[src/rtl/mem_arb_pkg.sv]
// Shared types and default address window for the memory arbiter.
// Optional feature macro: MEM_ARB_FIXED_PRIO_EN (fixed D-over-I priority).
package mem_arb_pkg;

   typedef enum logic [1:0] {
      IDLE   = 2'd0,
      ACCESS = 2'd1,
      RESP   = 2'd2
   } state_t;

   typedef enum logic {
      GNT_I = 1'b0,
      GNT_D = 1'b1
   } gnt_t;

   localparam logic [31:0] DEF_ADDR_LO = 32'h0000_0000;
   localparam logic [31:0] DEF_ADDR_HI = 32'h0000_ffff;

endpackage

[src/rtl/mem_arbiter_if.sv]
// Bundle of requester ports (I, D) and the single-port memory bus.
// slave = arbiter side, master = CPU and memory side.
interface mem_arbiter_if #(
   parameter int ADDR_W = 32,
   parameter int DATA_W = 32
);

   logic              IReq;
   logic [ADDR_W-1:0] IAddr;
   logic [DATA_W-1:0] IRdata;
   logic              IAck;
   logic              IErr;

   logic              DReq;
   logic              DWe;
   logic [ADDR_W-1:0] DAddr;
   logic [DATA_W-1:0] DWdata;
   logic [DATA_W-1:0] DRdata;
   logic              DAck;
   logic              DErr;

   logic [ADDR_W-1:0] Address;
   logic [DATA_W-1:0] WriteData;
   logic [DATA_W-1:0] ReadData;
   logic              MemWrite;
   logic              MemRead;

   modport slave (
      input  IReq, IAddr, DReq, DWe, DAddr, DWdata, ReadData,
      output IRdata, IAck, IErr, DRdata, DAck, DErr,
      output Address, WriteData, MemWrite, MemRead
   );

   modport master (
      output IReq, IAddr, DReq, DWe, DAddr, DWdata, ReadData,
      input  IRdata, IAck, IErr, DRdata, DAck, DErr,
      input  Address, WriteData, MemWrite, MemRead
   );

endinterface

[src/rtl/mem_arb_pick.sv]
// Combinational winner select between I and D requesters.
// MEM_ARB_FIXED_PRIO_EN: D always wins a tie; otherwise round-robin.
module mem_arb_pick
   import mem_arb_pkg::*;
(
   input  logic ireq,
   input  logic dreq,
   input  gnt_t last_gnt,
   output gnt_t win
);

`ifdef MEM_ARB_FIXED_PRIO_EN
   // D beats I whenever it requests
   always_comb begin
      win = GNT_I;
      unique case (1'b1)
         dreq:    win = GNT_D;
         default: win = GNT_I;
      endcase
   end
`else
   // tie goes to the side that was not granted last
   always_comb begin
      win = GNT_I;
      unique case (1'b1)
         ireq && dreq:  win = (last_gnt == GNT_I) ? GNT_D : GNT_I;
         dreq && !ireq: win = GNT_D;
         default:       win = GNT_I;
      endcase
   end
`endif

endmodule

[src/rtl/mem_arbiter.sv]
// Two-port arbiter/sequencer for a single-port word memory.
// Optional feature macro: MEM_ARB_FIXED_PRIO_EN (see mem_arb_pick).
module mem_arbiter
   import mem_arb_pkg::*;
#(
   parameter int ADDR_W = 32,
   parameter int DATA_W = 32,
   parameter logic [ADDR_W-1:0] ADDR_LO = ADDR_W'(DEF_ADDR_LO),
   parameter logic [ADDR_W-1:0] ADDR_HI = ADDR_W'(DEF_ADDR_HI)
) (
   input  logic CK,
   input  logic RST,
   mem_arbiter_if.slave bus
);

   localparam logic [ADDR_W-1:0] SPAN = ADDR_HI - ADDR_LO;

   state_t            state;
   gnt_t              last_gnt;
   gnt_t              gnt;
   gnt_t              win;
   logic              err;

   logic [ADDR_W-1:0] addr_q;
   logic [DATA_W-1:0] wdata_q;
   logic              mrd;
   logic              mwr;

   logic              iack;
   logic              ierr;
   logic [DATA_W-1:0] irdata;
   logic              dack;
   logic              derr;
   logic [DATA_W-1:0] drdata;

   logic [ADDR_W-1:0] req_addr;
   logic [DATA_W-1:0] req_wdata;
   logic              req_we;
   logic              req_ok;

   mem_arb_pick u_pick (
      .ireq     (bus.IReq),
      .dreq     (bus.DReq),
      .last_gnt (last_gnt),
      .win      (win)
   );

   // mux the winner's operands; window check via offset from ADDR_LO
   always_comb begin
      req_addr  = bus.IAddr;
      req_wdata = '0;
      req_we    = 1'b0;
      if (win == GNT_D) begin
         req_addr  = bus.DAddr;
         req_wdata = bus.DWdata;
         req_we    = bus.DWe;
      end
      req_ok = (req_addr - ADDR_LO) <= SPAN;
   end

   // three-phase sequencer with registered memory and ack outputs
   always_ff @(posedge CK) begin
      if (RST) begin
         state    <= IDLE;
         last_gnt <= GNT_D;
         gnt      <= GNT_I;
         err      <= 1'b0;
         addr_q   <= '0;
         wdata_q  <= '0;
         mrd      <= 1'b0;
         mwr      <= 1'b0;
         iack     <= 1'b0;
         ierr     <= 1'b0;
         irdata   <= '0;
         dack     <= 1'b0;
         derr     <= 1'b0;
         drdata   <= '0;
      end else begin
         unique case (state)
            IDLE: begin
               if (bus.IReq || bus.DReq) begin
                  gnt      <= win;
                  last_gnt <= win;
                  err      <= !req_ok;
                  addr_q   <= req_ok ? req_addr : '0;
                  wdata_q  <= (req_ok && req_we) ? req_wdata : '0;
                  mrd      <= req_ok && !req_we;
                  mwr      <= req_ok && req_we;
                  state    <= ACCESS;
               end
            end
            ACCESS: begin
               addr_q  <= '0;
               wdata_q <= '0;
               mrd     <= 1'b0;
               mwr     <= 1'b0;
               if (gnt == GNT_I) begin
                  iack   <= 1'b1;
                  ierr   <= err;
                  irdata <= mrd ? bus.ReadData : '0;
               end else begin
                  dack   <= 1'b1;
                  derr   <= err;
                  drdata <= mrd ? bus.ReadData : '0;
               end
               state <= RESP;
            end
            RESP: begin
               iack   <= 1'b0;
               ierr   <= 1'b0;
               irdata <= '0;
               dack   <= 1'b0;
               derr   <= 1'b0;
               drdata <= '0;
               err    <= 1'b0;
               state  <= IDLE;
            end
            default: state <= IDLE;
         endcase
      end
   end

   assign bus.Address   = addr_q;
   assign bus.WriteData = wdata_q;
   assign bus.MemRead   = mrd;
   assign bus.MemWrite  = mwr;
   assign bus.IAck      = iack;
   assign bus.IErr      = ierr;
   assign bus.IRdata    = irdata;
   assign bus.DAck      = dack;
   assign bus.DErr      = derr;
   assign bus.DRdata    = drdata;

endmodule
[src/flat_wrapper.sv]
// flat-port wrapper written by rule: the top's interface ports become plain ports
module mem_arbiter_flat import mem_arb_pkg::*;
#(
   parameter int ADDR_W = 32,
   parameter int DATA_W = 32,
   parameter logic [ADDR_W-1:0] ADDR_LO = ADDR_W'(DEF_ADDR_LO),
   parameter logic [ADDR_W-1:0] ADDR_HI = ADDR_W'(DEF_ADDR_HI)
)
  (CK, RST, bus_IReq, bus_IAddr, bus_DReq, bus_DWe, bus_DAddr, bus_DWdata, bus_ReadData, bus_IRdata, bus_IAck, bus_IErr, bus_DRdata, bus_DAck, bus_DErr, bus_Address, bus_WriteData, bus_MemWrite, bus_MemRead);
  mem_arbiter_if #(.ADDR_W(ADDR_W), .DATA_W(DATA_W)) bus_i ();
  input  logic CK;
  input  logic RST;
  input wire logic [$bits(bus_i.IReq)-1:0] bus_IReq;
  input wire logic [$bits(bus_i.IAddr)-1:0] bus_IAddr;
  input wire logic [$bits(bus_i.DReq)-1:0] bus_DReq;
  input wire logic [$bits(bus_i.DWe)-1:0] bus_DWe;
  input wire logic [$bits(bus_i.DAddr)-1:0] bus_DAddr;
  input wire logic [$bits(bus_i.DWdata)-1:0] bus_DWdata;
  input wire logic [$bits(bus_i.ReadData)-1:0] bus_ReadData;
  output wire logic [$bits(bus_i.IRdata)-1:0] bus_IRdata;
  output wire logic [$bits(bus_i.IAck)-1:0] bus_IAck;
  output wire logic [$bits(bus_i.IErr)-1:0] bus_IErr;
  output wire logic [$bits(bus_i.DRdata)-1:0] bus_DRdata;
  output wire logic [$bits(bus_i.DAck)-1:0] bus_DAck;
  output wire logic [$bits(bus_i.DErr)-1:0] bus_DErr;
  output wire logic [$bits(bus_i.Address)-1:0] bus_Address;
  output wire logic [$bits(bus_i.WriteData)-1:0] bus_WriteData;
  output wire logic [$bits(bus_i.MemWrite)-1:0] bus_MemWrite;
  output wire logic [$bits(bus_i.MemRead)-1:0] bus_MemRead;
  assign bus_i.IReq = bus_IReq;
  assign bus_i.IAddr = bus_IAddr;
  assign bus_i.DReq = bus_DReq;
  assign bus_i.DWe = bus_DWe;
  assign bus_i.DAddr = bus_DAddr;
  assign bus_i.DWdata = bus_DWdata;
  assign bus_i.ReadData = bus_ReadData;
  assign bus_IRdata = bus_i.IRdata;
  assign bus_IAck = bus_i.IAck;
  assign bus_IErr = bus_i.IErr;
  assign bus_DRdata = bus_i.DRdata;
  assign bus_DAck = bus_i.DAck;
  assign bus_DErr = bus_i.DErr;
  assign bus_Address = bus_i.Address;
  assign bus_WriteData = bus_i.WriteData;
  assign bus_MemWrite = bus_i.MemWrite;
  assign bus_MemRead = bus_i.MemRead;
  mem_arbiter #(.ADDR_W(ADDR_W), .DATA_W(DATA_W), .ADDR_LO(ADDR_LO), .ADDR_HI(ADDR_HI)) u_core (.CK(CK), .RST(RST), .bus(bus_i));
endmodule
[config.mk]
export PLATFORM = sky130hd
export DESIGN_NAME = mem_arbiter_flat
export DESIGN_NICKNAME = d
export VERILOG_FILES = /design/src/rtl/mem_arb_pkg.sv /design/src/rtl/mem_arbiter_if.sv /design/src/rtl/mem_arb_pick.sv /design/src/rtl/mem_arbiter.sv /design/src/flat_wrapper.sv
export SDC_FILE = /design/constraint.sdc
export NUM_CORES = 1
export LEC_CHECK = 0
export ABC_AREA = 1
export BUFFER_PORTS_ARGS = -buffer_cell sky130_fd_sc_hd__buf_2
export CAP_MARGIN = 10
export CORE_ASPECT_RATIO = 1.25
export CORE_UTILIZATION = 45
export CTS_CLUSTER_DIAMETER = 150
export DETAILED_ROUTE_END_ITERATION = 8
export MAX_ROUTING_LAYER = met4
export PLACE_DENSITY = 0.74
export SLEW_MARGIN = 25
export SYNTH_ARGS = -nofsm -noshare
export SYNTH_HDL_FRONTEND = slang
export SYNTH_SLANG_ARGS = --single-unit
[constraint.sdc]
create_clock -name CK -period 3.16 [get_ports CK]
set_clock_uncertainty 0.15 [all_clocks]
set_input_delay 0.474 -clock CK [delete_from_list [all_inputs] [get_ports CK]]
set_output_delay 0.474 -clock CK [all_outputs]
set_load 0.01 [all_outputs]
# Word-level counts from Yosys, hierarchy flattened
# Index checks and enable logic that the tools add are counted.
[op_classes] n_reduce_logical=17 order_cmp=1 n_eq_ne=5 muxes=32
[ops] cell="32-bit 2-to-1 mux" count=9
[ops] cell="32-bit one-hot mux with 2 select lines" count=4
[ops] cell="32-bit by 16-bit <= comparator with 1-bit output, second input constant" count=1
[ops] cell="1-bit one-hot mux with 2 select lines" count=8
[ops] cell="2-bit AND reduction" count=5
[ops] cell="1-bit 2-to-1 mux" count=9
[ops] cell="2-bit nonzero test" count=3
[ops] cell="1-bit logical AND" count=4
[ops] cell="2-bit by 1-bit != test with 1-bit output, second input constant" count=2
[ops] cell="2-bit one-hot mux with 2 select lines" count=1
[ops] cell="1-bit zero test" count=3
[ops] cell="2-bit by 1-bit equality test with 1-bit output, second input constant" count=1
[ops] cell="2-bit equality test, second input constant" count=1
[ops] cell="2-bit zero test" count=1
[ops] cell="2-bit 2-to-1 mux" count=1
[ops] cell="2-bit != test, second input constant" count=1
[ops] cell="1-bit logical OR" count=1
[word_totals] reg_bits=139 input_bits=133 word_cells=69 out_inout_bits=134

# Logic depth before layout (Yosys ltp)
# Gate-level depths: netlist (run 1).
[logic_depth] depth_word=9 mapped_depth=12

# Cells and area by module
# From an unflattened synthesis (run 1), not the netlist that was laid out.
[unflattened] hier_cells=802 hier_area_um2=5611.6
[by_module_without_submodules] mod="mem_arbiter" area_per_inst_um2=5599.1 cells_per_inst=800 n_inst=1 seq_area_each_um2=2782.7
[by_module_without_submodules] mod="mem_arb_pick" area_per_inst_um2=12.5 cells_per_inst=2 n_inst=1 seq_area_each_um2=0.0

# Worst setup path after synthesis (run 1)
# Ideal clock, no wire load.
[synth_path] path_kind="in2reg" from="input bus_IReq" to="register u_core.wdata_q[10] (netlist: u_core.bus.WriteData[10])" cell_stages=11 path_slack_ns=1.347 arrival_ns=1.592 setup_time_ns=0.070 path_cell_list="nand2_1 nand2_2 buf_4 nand2_1 nand3_1 nor2_1 nand2_1 nor2_4 buf_6 nand3_2 a21oi_1"
[synth_via] elab_chain_len=9 elab_cells_between_ends=15
[synth_rtl] element="from (decl)" line="flat_wrapper.sv:13" rtl="input wire logic [$bits(bus_i.IReq)-1:0] bus_IReq;"
[synth_rtl] element="1-bit zero test" line="mem_arb_pick.sv:27" rtl="dreq && !ireq: win = GNT_D;"
[synth_rtl] element="1-bit logical AND" line="mem_arb_pick.sv:27"
[synth_rtl] element="1-bit one-hot mux with 2 select lines" line="mem_arb_pick.sv:25" rtl="unique case (1'b1)"
[synth_rtl] element="32-bit 2-to-1 mux" line="mem_arbiter.sv:53" rtl="if (win == GNT_D) begin"
[synth_rtl] element="32-bit by 16-bit <= comparator with 1-bit output" line="mem_arbiter.sv:58" rtl="req_ok = (req_addr - ADDR_LO) <= SPAN;"
[synth_rtl] element="1-bit logical AND" line="mem_arbiter.sv:86" rtl="wdata_q <= (req_ok && req_we) ? req_wdata : '0;"
[synth_rtl] element="32-bit 2-to-1 mux" line="mem_arbiter.sv:86"
[synth_rtl] element="32-bit 2-to-1 mux" line="mem_arbiter.sv:81" rtl="if (bus.IReq || bus.DReq) begin"
[synth_rtl] element="32-bit one-hot mux with 2 select lines" line="mem_arbiter.sv:79" rtl="unique case (state)"
[synth_rtl] element="to (signal assigned)" line="mem_arbiter.sv:86"
[synth_rtl] element="to (decl)" line="mem_arbiter.sv:25" rtl="logic [DATA_W-1:0] wdata_q;"
# Parallel ways exist; a longest one is shown, timed or not. The select of a mux whose other input is x is not followed.
# A chain may end at the register's enable or synchronous reset.

# Worst setup path after layout (run 1)
[layout_path] from="register u_core.state[0]" to="register u_core.irdata[20] (netlist: u_core.bus.IRdata[20])"
[layout_via] elab_chain_len=3 elab_cells_between_ends=6
[layout_rtl] element="from (decl)" line="mem_arbiter.sv:18" rtl="state_t state;"
[layout_rtl] element="from (signal assigned)" line="mem_arbiter.sv:64" rtl="state <= IDLE;"
[layout_rtl] element="from (signal assigned)" line="mem_arbiter.sv:89" rtl="state <= ACCESS;"
[layout_rtl] element="from (signal assigned)" line="mem_arbiter.sv:106" rtl="state <= RESP;"
[layout_rtl] element="2-bit by 1-bit equality test with 1-bit output or 2-bit equality test (tied branches)" line="mem_arbiter.sv:79"
[layout_rtl] element="2-bit != test (no line) or 2-bit nonzero test (tied branches)"
[layout_rtl] element="2-bit AND reduction (no line)"
[layout_rtl] element="to (signal assigned)" line="mem_arbiter.sv:100" rtl="irdata <= mrd ? bus.ReadData : '0;"
[layout_rtl] element="to (decl)" line="mem_arbiter.sv:31" rtl="logic [DATA_W-1:0] irdata;"
# Parallel ways exist; a longest one is shown, timed or not.

==> impl_metrics.ini, run 1 <==
[status]
status = finished, final reports clean

[timing]
hold_violations = 0
relSlewSlack_pct = 35.5
fmax_ghz = 0.401
finalMaxSlewViolations = 0
final-setup-viol-count = 0
rsz0062_at_grt = no
tns_ps = 0
period_share_pct = 79.0
tightest_slew_ps = 961
post-route-min-period_ps = 2500

[global_routing]
grt_max_degree = 76
grt_pass1_wl_mm = 24.2
grt_usage_pct = 24.4
grt.overflow.total = 0
grt_pass1_vias = 5308
antenna_found_initial = 0

[final_layout]
fin_cells = 1198
areaGrowthSynthToFinish_pct = 35.0
drive_gt1_share_pct = 31.9
finish.net_count = 1154
diodes = 0

[cts]
path_clk_slew_ps = 60
cts_root_buf = clkbuf_16
cts_resized = 0
clock-sinks = 139
clk_latency_ps = 410
cts_tree = yes
holdBufCountCts = 0
clk_path_buf_depth = 2
cts_setup_buffers = 0
htree_num_levels = 4
cts-buffers-inserted = 17

[hold_path]
hold_class = in -> reg

[synthesis]
yosysWarnings = 0
synth.net_count = 909
syn-cell-area_sq_mm = 0.00564
ys_types = 23
yosysSeqAreaShare_pct = 49.4
synth_edf_count = 0
ys_ff_latch = 139
avgSynthCellArea_sq_um = 7.27
postSynthCellCount = 776
synth-async-reset-ratio_pct = 0
synth_flop_cell = dfxtp_1

[critical_path]
rr_endpoint = u_core.bus.IRdata[20]
endpoint_kind = flip-flop
regToRegSetupSlack_ps = 660
crit_end = u_core.bus.IRdata[20]
cpMaxStageDelayCell = clkinv_1
path_max_fanout = 33
cpPeakStageDelay_ps = 740
r2r_start = u_core.state[0]
r2r_cells = 8
arrival_ps = 2640
cp-start-kind = flip-flop
worstPathRequired_ps = 3300
worstPathCellList = inv_2 -> nor2_4 -> inv_1 -> or2_2 -> nand2_1 -> clkinv_1 -> nor2_1 -> nor2_1
cp_common_cell = nor2_1
cp-startpoint = u_core.state[0]
worstSetupPathType = reg -> reg

[power_and_ir_drop]
swShare_pct = 26.5
pwr-share-comb_pct = 12.7
internal-power_mw = 3.18
powerDensity_mw_per_mm2 = 569
clockPowerShare_pct = 43.9
seq_power_share_pct = 43.4
leakage_nw = 3.90
peakVddDrop_v = 0.000318
p_switching_mw = 1.15

[run]
max_cap_violations = 0

[detailed_routing]
dr_total_vias = 5751
drt-pass1-iter-count = 4
ant_nets = 0
wl_per_cell_um = 12.7
wirelength_mm = 15.3
drc = 0
drtIter0Drc = 216
via_per_inst = 4.80

[placement]
place.gp.congestion = 0.788
placed_cells = 1166
portBuffers = 266
place_hpwl_mm = 10.4

[floorplan]
die_x_um = 102
core_area_sq_mm = 0.0122
die_area_sq_mm = 0.0130
placementRows = 45
die_y_um = 127
io_pins = 267
start_util_pct = 46.4
[worst max-delay path: cells and delay by family (launching register included)]
family,cells,cell delay (ps)
simple gates,5,990
flops,1,360
buf+inv,3,880
[cell type report]
cell class | count | area (sq um)
Fill cell | 1180 | 4550
Sequential cell | 139 | 2780
Multi-Input combinational cell | 540 | 2440
Timing Repair Buffer | 279 | 1440
Clock buffer | 20 | 457
Tap cell | 164 | 205
Inverter | 44 | 165
Clock inverter | 12 | 115
[flip-flops by register name, summed over array words and instances, names as in the netlist]
register and count:
u_core.bus.IAck 1, u_core.bus.IErr 1, u_core.bus.IRdata 32, u_core.err 1, u_core.last_gnt 1, u_core.bus.DErr 1, u_core.bus.DRdata 32, u_core.state 2
u_core.bus.WriteData 32, u_core.gnt 1, u_core.bus.Address 32, u_core.bus.DAck 1, u_core.bus.MemWrite 1, u_core.bus.MemRead 1
[through the flow]
step                area (sq um)  util (%)  total power [mW]  hold slack (ps)  setup slack [ps]
global placement            7040      57.9              2.46              271               637
detailed placement          7040      57.9              2.47              278               585
CTS                         7610      62.6              4.36              152               803
global route                7610      62.6              4.52              163               401
finish                      7610      62.6              4.33              167               665
floorplan                   5640         -              2.23              279              1350
[placed cells by master (no fill, tap or decap)]
| master | n |
|---|---|
| inv_6 | 3 |
| nand3_2 | 10 |
| o21ai_1 | 2 |
| clkinv_2 | 1 |
| buf_12 | 1 |
| nor2_4 | 3 |
| nand2_1 | 158 |
| clkbuf_1 | 1 |
| clkbuf_16 | 17 |
| mux2i_1 | 16 |
| nor3_1 | 1 |
| or2_2 | 1 |
| inv_2 | 4 |
| clkinvlp_4 | 6 |
| dfxtp_1 | 139 |
| buf_2 | 266 |
| nor2_2 | 1 |
| nand2_2 | 1 |
| buf_4 | 12 |
| bufinv_16 | 1 |
| clkinv_4 | 1 |
| nor2_1 | 191 |
| clkbuf_8 | 2 |
| clkinv_1 | 1 |
| nand3_1 | 27 |
| nand3b_1 | 10 |
| a21oi_1 | 55 |
| inv_1 | 39 |
| o21ai_0 | 64 |
[layer usage]
layer / track usage (%) / wire, um / vias up
li1: - / - / 2946
met1: 27.6 / 6500 / 2583
met2: 41.2 / 7480 / 198
met3: 5.58 / 951 / 24
met4: 9.92 / 320 / 0
met5: - / 0 / -
[Yosys cell counts, types with 2 or more instances]
library cell	number	share of area (%)
o21ai_1	2	0.18
nor2_1	192	13
nand3b_1	10	1.3
nand3_1	27	2.4
dfxtp_1	139	49
buf_4	4	0.53
nand2_1	158	11
o21ai_0	64	5.7
nand3_2	10	1.8
a21oi_1	55	4.9
buf_6	4	0.80
clkbuf_1	36	2.4
mux2i_1	16	2.8
inv_1	42	2.8
nor2_4	2	0.40
inv_2	2	0.13
buf_2	7	0.62
[cells by family (layout without fill, tap and decap cells)]
family / Yosys count / in the layout / synth area share [%]
compound gates: 121 / 121 / 10.7
buf+inv: 97 / 355 / 7.43
flops: 139 / 139 / 49.4
mux: 16 / 16 / 2.84
simple gates: 403 / 403 / 29.6
[power groups by stage]
stage | clock [mW] | sequential [mW] | combinational (mW)
2_1_floorplan | 0 | 1.95 | 0.276
3_3_place_gp | 0 | 1.91 | 0.549
3_5_place_dp | 0 | 1.91 | 0.553
4_1_cts | 1.93 | 1.88 | 0.555
5_1_grt | 2.01 | 1.89 | 0.619
6_report | 1.90 | 1.88 | 0.549
[worst min-delay path by stage]
stage | from | endpoint | slack [ps] | cells past startpoint
6_report | bus_DWdata[9] | u_core.bus.WriteData[9] | 170 | 3
5_1_grt | bus_DWdata[6] | u_core.bus.WriteData[6] | 160 | 3
4_1_cts | bus_DWdata[9] | u_core.bus.WriteData[9] | 150 | 3
3_5_place_dp | u_core.bus.Address[23] | u_core.bus.Address[23] | 280 | 2
3_3_place_gp | u_core.bus.Address[23] | u_core.bus.Address[23] | 270 | 2
2_1_floorplan | u_core.last_gnt | u_core.last_gnt | 280 | 2
No activity file was read; power rests on OpenSTA's default activity.
==> run 2: changes to the inputs <==
ABC_AREA = 0   (was 1)
CORE_UTILIZATION = 40   (was 45)
PLACE_DENSITY = 0.72   (was 0.74)
clock period = 2 ns   (was 3.16 ns; I/O delays follow)
==> run 2 against run 1 <==
  * Wire length increased by 2.7%
  * Clock-buffer cell count decreased by 2
  * First-iteration DRC count decreased by 14%
  * Combinational power decreased by 5.6%
  * Maximum frequency increased by 37%
  * Sequential power increased by 49%
  * Sequential share of layout area increased by 0.16 points
  * Utilization about the same
  * Global-route usage increased by 0.44 points
  * Largest cell class unchanged
  * Clock power increased by 65%
==> impl_metrics.ini, run 2 <==
[synthesis]
avgSynthCellArea_sq_um = 9.23
synth_edf_count = 0
yosysSeqAreaShare_pct = 56.3
synth-async-reset-ratio_pct = 0
ys_types = 34
synth.top_cells.by_count = dfxtp_1 (139), nand2_1 (89), a21oi_1 (69)
synth_top_area_share_pct = 56.3
synth_most_common_cell = dfxtp_1
synth.net_count = 669
yosysWarnings = 0
synth_flop_cell = dfxtp_1
postSynthCellCount = 536
syn-cell-area_sq_mm = 0.00495
yosysTopAreaCell = dfxtp_1
yosys-top-cells-area = dfxtp_1 (56%), a21oi_1 (7.0%), nand2_1 (6.8%)
ys_ff_latch = 139

[critical_path]
cp-start-kind = flip-flop
arrival_ps = 2000
path_max_fanout = 17
worstPathRequired_ps = 2170
worstSetupPathType = reg -> reg
r2r_start = u_core.state[0]
regToRegSetupSlack_ps = 180
rr_endpoint = u_core.bus.Address[0]
endpoint_kind = flip-flop
cp-startpoint = u_core.state[0]
r2r_cells = 4
crit_end = u_core.bus.Address[0]

[cts]
cts-buffers-inserted = 17
clock-sinks = 139
path_clk_slew_ps = 60
clk_latency_ps = 400
clk_path_buf_depth = 2
cts_setup_buffers = 0
cts_tree = yes
cts_root_buf = clkbuf_16
htree_num_levels = 4

[detailed_routing]
ant_nets = 0
dr_total_vias = 5192
wirelength_mm = 15.7
drc = 0
via_per_inst = 5.09
wl_per_cell_um = 15.4
drtIter0Drc = 185
drt-pass1-iter-count = 5

[global_routing]
grt_pass1_wl_mm = 24.1
grt_pass1_vias = 5092
antenna_found_initial = 1
grt_max_degree = 70
grt.overflow.total = 0
grt_usage_pct = 24.9

[placement]
placed_cells = 937
portBuffers = 266
place.gp.congestion = 0.858
dpl_cell_area_sq_mm = 0.00647
place_hpwl_mm = 10.5

[timing]
post-route-min-period_ps = 1820
finalMaxSlewViolations = 0
fmax_ghz = 0.548
whs_ps = 13.6
hold_violations = 0
tightest_slew_ps = 438
relSlewSlack_pct = 70.4
period_share_pct = 91.2
final-setup-viol-count = 0
tns_ps = 0
rsz0062_at_grt = no

[power_and_ir_drop]
peakVddDrop_v = 0.000466
pwr-share-comb_pct = 8.0
leakage_nw = 3.46
powerDensity_mw_per_mm2 = 853
internal-power_mw = 4.92
p_switching_mw = 1.54
clockPowerShare_pct = 48.7
swShare_pct = 23.8
seq_power_share_pct = 43.3

[final_layout]
layout_commonest_cell = buf_2
areaGrowthSynthToFinish_pct = 53.2
nFillCells = 1003
finish.utilization_pct = 62.6
finish.net_count = 975
final_area_sq_mm = 0.00758
fin_cells = 1020
drive_gt1_share_pct = 37.4
most-common-layout-cells = buf_2 (266), dfxtp_1 (139), nand2_1 (89)

[floorplan]
io_pins = 267
die_y_um = 126
placementRows = 45
start_util_pct = 40.9
die_x_um = 101
core_area_sq_mm = 0.0121
die_area_sq_mm = 0.0128

[run]
max_cap_violations = 0

[status]
status = finished, final reports clean

[hold_path]
hold_class = in -> reg
## run 2: cell count changes after synthesis, moves of 19 or more
cell / before / now
nor2_1: 192 / 9
and2_1: 0 / 19
nand2_1: 158 / 89
inv_1: 42 / 2
o21ai_0: 64 / 9
a22o_1: 0 / 32
nand3_1: 27 / 65
## run 2: worst max-delay path, cell delays in order, from the launching register on
cell and delay, ps:
dfxtp_1 390, nor2_1 250, nand3_1 230, o32a_2 510, o21ai_0 210
## run 2: cell families (layout without fill, tap and decap cells)
logic type / Yosys count / count (layout) / synth area share, %
and+or+nand+nor: 207 / 207 / 20.1
muxes: 16 / 16 / 3.24
buffers and inverters: 45 / 364 / 4.35
AOI/OAI and AO/OA: 129 / 129 / 16.1
DFF: 139 / 139 / 56.3
other: 0 / 1 / 0
## run 2: worst min-delay path by stage
stage	from	endpoint	slack, ps	cells past startpoint
after global placement	u_core.bus.Address[0]	u_core.bus.Address[0]	280	2
after CTS	bus_ReadData[2]	u_core.bus.DRdata[2]	0.2	3
after global routing	bus_ReadData[27]	u_core.bus.DRdata[27]	2	3
after floorplan	bus_IReq	u_core.gnt	260	1
after detailed placement	u_core.bus.Address[30]	u_core.bus.Address[30]	290	1
final	bus_ReadData[2]	u_core.bus.DRdata[2]	10	3
## run 2: final cells by class
class / instances / area (sq um) / share of cell area (%)
inverters: 2 / 7.51 / 0.0991
clock buffers: 18 / 439 / 5.80
flip-flops and latches: 139 / 2780 / 36.7
repair buffers: 330 / 2010 / 26.6
diodes: 1 / 2.50 / 0.0330
clock inverters: 14 / 160 / 2.11
multi-input cells: 352 / 1970 / 26.0
well taps: 164 / 205 / 2.71
## run 2: stage by stage
step                setup slack, ps  power, mW
global placement              -25.8       3.28
detailed placement             -150       3.29
floorplan                       308       3.05
CTS                            96.6       6.51
global route                   17.1       6.70
finish                          177       6.46
## run 2: what timing repair did
item / CTS / global route
hold buffers: 50 / 0
resized for setup: 0 / 1
endpoints found under the hold margin: 51 / 0
setup endpoints to repair: 0 / 14
## run 2: power groups by stage
stage | sequential, mW | combinational, mW | clock, mW
2_1_floorplan | 2.85 | 0.201 | 0
3_3_place_gp | 2.86 | 0.425 | 0
3_5_place_dp | 2.86 | 0.434 | 0
4_1_cts | 2.80 | 0.510 | 3.20
5_1_grt | 2.80 | 0.557 | 3.34
6_report | 2.80 | 0.518 | 3.14
## run 2: routing by layer
metal	global-route usage [%]	wire length, um	vias to the layer above
met1	26.2	6000	2399
met4	11.0	373	0
li1	-	-	2488
met2	43.2	8110	272
met5	-	0	-
met3	6.39	1190	33
